--- config.mk ---
export PLATFORM = sky130hd
export DESIGN_NAME = prog_loader_flat
export DESIGN_NICKNAME = d
export VERILOG_FILES = /design/src/rtl/prog_loader_if.sv /design/src/rtl/prog_loader.sv /design/src/flat_wrapper.sv
export SDC_FILE = /design/constraint.sdc
export NUM_CORES = 1
export LEC_CHECK = 0
export CELL_PAD_IN_SITES_DETAIL_PLACEMENT = 1
export CELL_PAD_IN_SITES_GLOBAL_PLACEMENT = 1
export CORE_ASPECT_RATIO = 0.75
export CORE_MARGIN = 3
export CORE_UTILIZATION = 36
export CTS_CLUSTER_SIZE = 8
export DETAILED_ROUTE_END_ITERATION = 6
export PLACE_DENSITY = 0.74
export SYNTH_ARGS = -nofsm -noshare
export SYNTH_HDL_FRONTEND = slang
export SYNTH_SLANG_ARGS = --single-unit
--- constraint.sdc ---
create_clock -name clk -period 1.7 [get_ports clk]
set_input_delay 0.255 -clock clk [delete_from_list [all_inputs] [get_ports clk]]
set_output_delay 0.255 -clock clk [all_outputs]
set_load 0.1 [all_outputs]
--- src/rtl/prog_loader_if.sv ---
// Byte stream in from the UART receiver and instruction-memory write port out.
// The loader takes the master side; the environment or memory takes the slave side.
interface prog_loader_if;
    logic [7:0]  rx_data;
    logic        rx_valid;
    logic        inst_mem_wr_en;
    logic [31:0] inst_mem_addr;
    logic [31:0] inst_mem_data;

    modport master (
        input  rx_data,
        input  rx_valid,
        output inst_mem_wr_en,
        output inst_mem_addr,
        output inst_mem_data
    );

    modport slave (
        output rx_data,
        output rx_valid,
        input  inst_mem_wr_en,
        input  inst_mem_addr,
        input  inst_mem_data
    );
endinterface

--- src/rtl/prog_loader.sv ---
// Assembles big-endian 32-bit words from UART bytes and writes them to instruction memory.
// The CPU is held in reset until the HALT word has been stored.
module prog_loader #(
    parameter int unsigned MAX_WORDS = 256,
    parameter logic [31:0] HALT_WORD = 32'hFFFFFFFF,
    parameter logic [7:0]  CMD_LOAD  = 8'h4C
) (
    input  logic          clk,
    input  logic          reset,
    prog_loader_if.master bus,
    output logic          cpu_reset,
    output logic          busy,
    output logic          done,
    output logic          err
);

    localparam int unsigned CntW = $clog2(MAX_WORDS + 1);

    typedef enum logic [1:0] {StIdle, StLoad, StDone, StError} state_e;

    state_e          state_q, state_d;
    logic [1:0]      byte_cnt_q, byte_cnt_d;
    logic [CntW-1:0] word_cnt_q, word_cnt_d;
    logic [31:0]     shift_q, shift_d;
    logic            word_rdy_q, word_rdy_d;
    logic            wr_en_q, wr_en_d;
    logic [31:0]     addr_q, addr_d;
    logic [31:0]     data_q, data_d;
    logic            rx_cmd;

    assign rx_cmd = bus.rx_valid && (bus.rx_data == CMD_LOAD);

    always_comb begin
        state_d    = state_q;
        byte_cnt_d = byte_cnt_q;
        word_cnt_d = word_cnt_q;
        shift_d    = shift_q;
        word_rdy_d = 1'b0;
        wr_en_d    = 1'b0;
        addr_d     = addr_q;
        data_d     = data_q;

        unique case (state_q)
            StIdle, StDone, StError: begin
                if (rx_cmd) begin
                    state_d    = StLoad;
                    byte_cnt_d = 2'd0;
                    word_cnt_d = '0;
                    shift_d    = '0;
                    addr_d     = '0;
                end
            end
            StLoad: begin
                // Word completed last cycle: issue the write while new bytes keep shifting in.
                if (word_rdy_q) begin
                    wr_en_d    = 1'b1;
                    addr_d     = 32'(word_cnt_q) << 2;
                    data_d     = shift_q;
                    word_cnt_d = word_cnt_q + CntW'(1);
                end
                if (bus.rx_valid) begin
                    shift_d    = {shift_q[23:0], bus.rx_data};
                    byte_cnt_d = byte_cnt_q + 2'd1;
                    word_rdy_d = (byte_cnt_q == 2'd3);
                end
                // Exit is decided in the cycle after the write pulse.
                if (wr_en_q) begin
                    if (data_q == HALT_WORD) begin
                        state_d = StDone;
                    end else if (word_cnt_q == CntW'(MAX_WORDS)) begin
                        state_d = StError;
                    end
                end
                if (state_d != StLoad) begin
                    byte_cnt_d = 2'd0;
                    shift_d    = '0;
                    word_rdy_d = 1'b0;
                end
            end
            default: state_d = StIdle;
        endcase
    end

    always_ff @(posedge clk or negedge reset) begin
        if (!reset) begin
            state_q    <= StIdle;
            byte_cnt_q <= 2'd0;
            word_cnt_q <= '0;
            shift_q    <= '0;
            word_rdy_q <= 1'b0;
            wr_en_q    <= 1'b0;
            addr_q     <= '0;
            data_q     <= '0;
            cpu_reset  <= 1'b1;
            busy       <= 1'b0;
            done       <= 1'b0;
            err        <= 1'b0;
        end else begin
            state_q    <= state_d;
            byte_cnt_q <= byte_cnt_d;
            word_cnt_q <= word_cnt_d;
            shift_q    <= shift_d;
            word_rdy_q <= word_rdy_d;
            wr_en_q    <= wr_en_d;
            addr_q     <= addr_d;
            data_q     <= data_d;
            cpu_reset  <= (state_d != StDone);
            busy       <= (state_d == StLoad);
            done       <= (state_d == StDone);
            err        <= (state_d == StError);
        end
    end

    assign bus.inst_mem_wr_en = wr_en_q;
    assign bus.inst_mem_addr  = addr_q;
    assign bus.inst_mem_data  = data_q;

endmodule

--- src/flat_wrapper.sv ---
// flat-port wrapper written by rule: the top's interface ports become plain ports
module prog_loader_flat 
#(
    parameter int unsigned MAX_WORDS = 256,
    parameter logic [31:0] HALT_WORD = 32'hFFFFFFFF,
    parameter logic [7:0]  CMD_LOAD  = 8'h4C
)
  (clk, reset, cpu_reset, busy, done, err, bus_rx_data, bus_rx_valid, bus_inst_mem_wr_en, bus_inst_mem_addr, bus_inst_mem_data);
  prog_loader_if bus_i ();
  input  logic clk;
  input  logic reset;
  output logic cpu_reset;
  output logic busy;
  output logic done;
  output logic err;
  input wire logic [$bits(bus_i.rx_data)-1:0] bus_rx_data;
  input wire logic [$bits(bus_i.rx_valid)-1:0] bus_rx_valid;
  output wire logic [$bits(bus_i.inst_mem_wr_en)-1:0] bus_inst_mem_wr_en;
  output wire logic [$bits(bus_i.inst_mem_addr)-1:0] bus_inst_mem_addr;
  output wire logic [$bits(bus_i.inst_mem_data)-1:0] bus_inst_mem_data;
  assign bus_i.rx_data = bus_rx_data;
  assign bus_i.rx_valid = bus_rx_valid;
  assign bus_inst_mem_wr_en = bus_i.inst_mem_wr_en;
  assign bus_inst_mem_addr = bus_i.inst_mem_addr;
  assign bus_inst_mem_data = bus_i.inst_mem_data;
  prog_loader #(.MAX_WORDS(MAX_WORDS), .HALT_WORD(HALT_WORD), .CMD_LOAD(CMD_LOAD)) u_core (.clk(clk), .reset(reset), .bus(bus_i), .cpu_reset(cpu_reset), .busy(busy), .done(done), .err(err));
endmodule
==> flow_metrics.py <==
metrics = {
    "outcome": {
        "status": "finished with violations",
        "violations": "negative setup slack",
    },
    "synth": {
        "synth_edf_count": 0,
        "synthCells": 367,
        "ys_warn_count": 0,
        "yosys_register_bits": 92,
        "ys.flop_type": "dfrtp_1",
        "yosysUniqueCellTypes": 39,
        "syn_avg_cell_area_sq_um": 10.54,
        "seq_area_frac_synth_pct": 59.52,
        "async_flop_share_pct": 100.0,
        "synth_area_sq_um": 3870,
    },
    "placement": {
        "dpl-instance-area_sq_um": 5567,
        "pre_cts_ws_ns": -0.6489,
        "dp.final_hpwl_um": 7920,
        "portBuffers": 56,
        "place_congestion": 0.8050,
    },
    "routing": {
        "drc": 0,
        "routedWlPerCell_um": 18.76,
        "drtPass1Iterations": 4,
        "drt_iter0_markers": 168,
        "vias": 3213,
        "drt_wl_total_um": 11880,
        "postRouteAntennaNets": 0,
        "viasPerCell": 5.076,
    },
    "setup_path": {
        "end_kind": "register",
        "required_ns": 1.92,
        "ff2ff_path_depth": 7,
        "cp_max_fo": 4,
        "startpoint_type": "register",
        "crit_type": "reg2reg",
        "worstPathArrival_ns": 2.17,
    },
    "global_route": {
        "grt_util_all_layers_pct": 20.19,
        "grt_overflow": 0,
        "grt_first_pass_wirelength_um": 18910,
        "grt_pass1_vias": 3417,
        "antenna_found_initial": 0,
        "grt_max_degree": 46,
    },
    "timing": {
        "worstMarginPinSlew_ns": 0.5090,
        "fin_crit_sh_pct": 114.4,
        "finalMaxSlewViolations": 0,
        "period_needed_ns": 1.945,
        "setup_ws_ns": -0.2455,
        "relSlewSlack_pct": 66.06,
        "grt_setup_unrepaired": "true",
        "fmax_mhz": 514.0,
        "skew_ns": 0.009935,
        "finalSetupTns_ns": -6.792,
        "setup_viol": 36,
        "whs_ns": 0.1767,
        "hold_viol_final": 0,
    },
    "cells_and_area": {
        "diodes": 0,
        "final_nets": 506,
        "fin_util_pct": 57.88,
        "multi_input_area_sq_um": 1443,
        "finalInstanceArea_sq_um": 6002,
        "drive_above_1_share_pct": 40.44,
        "syn_to_final_growth_pct": 55.09,
        "seqCellArea_sq_um": 2417,
        "fillers": 1065,
    },
    "power_and_ir_drop": {
        "p_per_area_nw_per_um2": 850.4,
        "power.leakage_uw": 0.002895,
        "max-vdd-ir-drop_mv": 0.3997,
    },
    "floorplanning": {
        "die_x_um": 125.7,
        "dieArea_sq_um": 12040,
        "core_area_sq_um": 10370,
        "io_pins": 80,
        "die_h_um": 95.79,
        "placement_rows": 32,
        "initial_core_util_pct": 37.32,
    },
    "clocking": {
        "insertion_delay_ns": 0.34,
        "cts_tree": "done",
        "clkTransAtPathRegs_ns": 0.07,
        "htree_num_levels": 3,
        "cts.sinks": 92,
        "clockBufferDepth": 2,
        "cts_made_buffers": 9,
        "cts_root_buf": "clkbuf_16",
    },
    "worst_hold_path": {
        "hp-class": "in2reg",
        "whs_path_depth": 2,
    },
    "run": {
        "drv_cap": 0,
    },
}
[synth_stat cells (all sizes together), types with 2 or more instances]
cell type | n | area (sq um)
nand2 | 124 | 468.0
dfrtp | 91 | 2277
buf | 36 | 257.7
a22o | 35 | 306.5
o21ai | 11 | 55.05
nand4 | 10 | 62.56
nor2 | 9 | 36.29
clkbuf | 5 | 18.77
inv | 4 | 15.01
nor4 | 4 | 40.04
a21oi | 3 | 15.01
and2 | 3 | 18.77
ha | 3 | 37.54
nand3 | 3 | 15.01
o22ai | 3 | 32.53
o31ai | 3 | 22.52
and3 | 2 | 12.51
mux2i | 2 | 20.02
nand2b | 2 | 12.51
nor3 | 2 | 21.27
xor2 | 2 | 17.52
[power by group]
| part | leakage (uW) | internal, uW | switching (uW) |
|---|---|---|---|
| Clock | 0.000147 | 1180 | 823 |
| Sequential | 0.00113 | 2250 | 62.3 |
| Combinational | 0.00162 | 220 | 567 |
| Total | 0.00290 | 3650 | 1450 |
[what timing repair did]
item                                    4_1_cts  5_1_grt
hold buffers                                  1        0
setup buffers                                 5        2
hold endpoints to repair                     28        0
resized for setup                            29       21
pin swaps                                     9       21
cloned                                        2        0
endpoints found under the setup margin       58       51
[sequential cells by signal (all words and copies together), names as in the netlist]
register / flops
u_core.err: 1
u_core.bus.inst_mem_wr_en: 1
u_core.word_rdy_q: 1
u_core.byte_cnt_q: 2
u_core.done: 1
u_core.word_cnt_q: 9
u_core.bus.inst_mem_addr: 9
u_core.state_q: 2
u_core.shift_q: 32
u_core.cpu_reset: 1
u_core.busy: 1
u_core.bus.inst_mem_data: 32
[cell type report]
cell class                 count  area share, %
clock inverter                 4         0.8130
sequential                    92          40.28
inverter                       4         0.2502
timing repair buffer         133          27.68
tap                          136          2.835
clock buffer                  12          4.107
multi-input combinational    252          24.04
[logic make-up after synthesis]
group | after synthesis | synth area share [%]
other | 1 | 0.09690
XOR/XNOR | 3 | 0.6791
AND/OR/NAND/NOR | 165 | 19.24
multiplexers | 3 | 0.8083
AO/OA/AOI/OAI | 55 | 11.15
buffers and inverters | 45 | 7.533
flip-flops | 92 | 59.52
adder cells (fa/ha/maj) | 3 | 0.9700
[through the flow]
stage	std cells	total power, uW
2_1_floorplan	389	2870
3_3_place_gp	611	3107
3_5_place_dp	611	3129
4_1_cts	634	5134
5_1_grt	633	5300
6_report	633	5104
[worst paths after layout]
check,from,endpoint,slack (ns)
worst max-delay path,u_core.bus.inst_mem_data[9],u_core.byte_cnt_q[0],-0.25
worst min-delay path,bus_rx_data[4],u_core.shift_q[4],0.18
worst max register to register,u_core.bus.inst_mem_data[9],u_core.byte_cnt_q[0],-0.25
worst min register to register,u_core.shift_q[31],u_core.bus.inst_mem_data[31],0.49
max in group asynchronous,reset,u_core.cpu_reset,0.66
min in group asynchronous,reset,u_core.bus.inst_mem_data[10],0.41
[cells in the final DEF (no fill, tap or decap), drive strengths merged]
cell type / synthesis / routed
nor3: 2 / 2
and3: 2 / 2
nand4: 10 / 10
inv: 4 / 4
xor2: 2 / 2
nand3: 3 / 3
nor4: 4 / 4
dfstp: 1 / 1
or3b: 1 / 1
dlygate4sd3: 0 / 1
nand2b: 2 / 2
or2: 1 / 1
clkinv: 0 / 3
nand2: 124 / 124
mux2: 1 / 1
o31ai: 3 / 3
dlygate4sd2: 0 / 4
nor2: 9 / 9
or4b: 1 / 1
clkdlybuf4s15: 0 / 2
clkbuf: 5 / 13
a21oi: 3 / 3
and4: 1 / 1
buf: 36 / 123
and2: 3 / 3
xnor2: 1 / 1
mux2i: 2 / 2
o21ai: 11 / 11
o22ai: 3 / 3
ha: 3 / 3
nor2b: 1 / 1
dfrtp: 91 / 91
bufinv: 0 / 1
clkdlybuf4s50: 0 / 2
a22o: 35 / 35
conb: 1 / 23
or3: 1 / 1
[critical path, stage by stage (launching register included)]
cell	delay (ns)
dfrtp_4	0.40
nand4_1	0.12
nor4_2	0.34
buf_4	0.18
and3_4	0.23
o22ai_4	0.12
buf_4	0.17
mux2_2	0.25
[metal layers]
metal / wire (um) / track usage, % / share of wire (%)
met2: 5903 / 33.90 / 50
met1: 5224 / 26.23 / 44
met3: 503 / 5.103 / 4.2
met5: 0 / 0 / 0
met4: 244 / 5.866 / 2.1
Power figures use the tool's default switching activity.
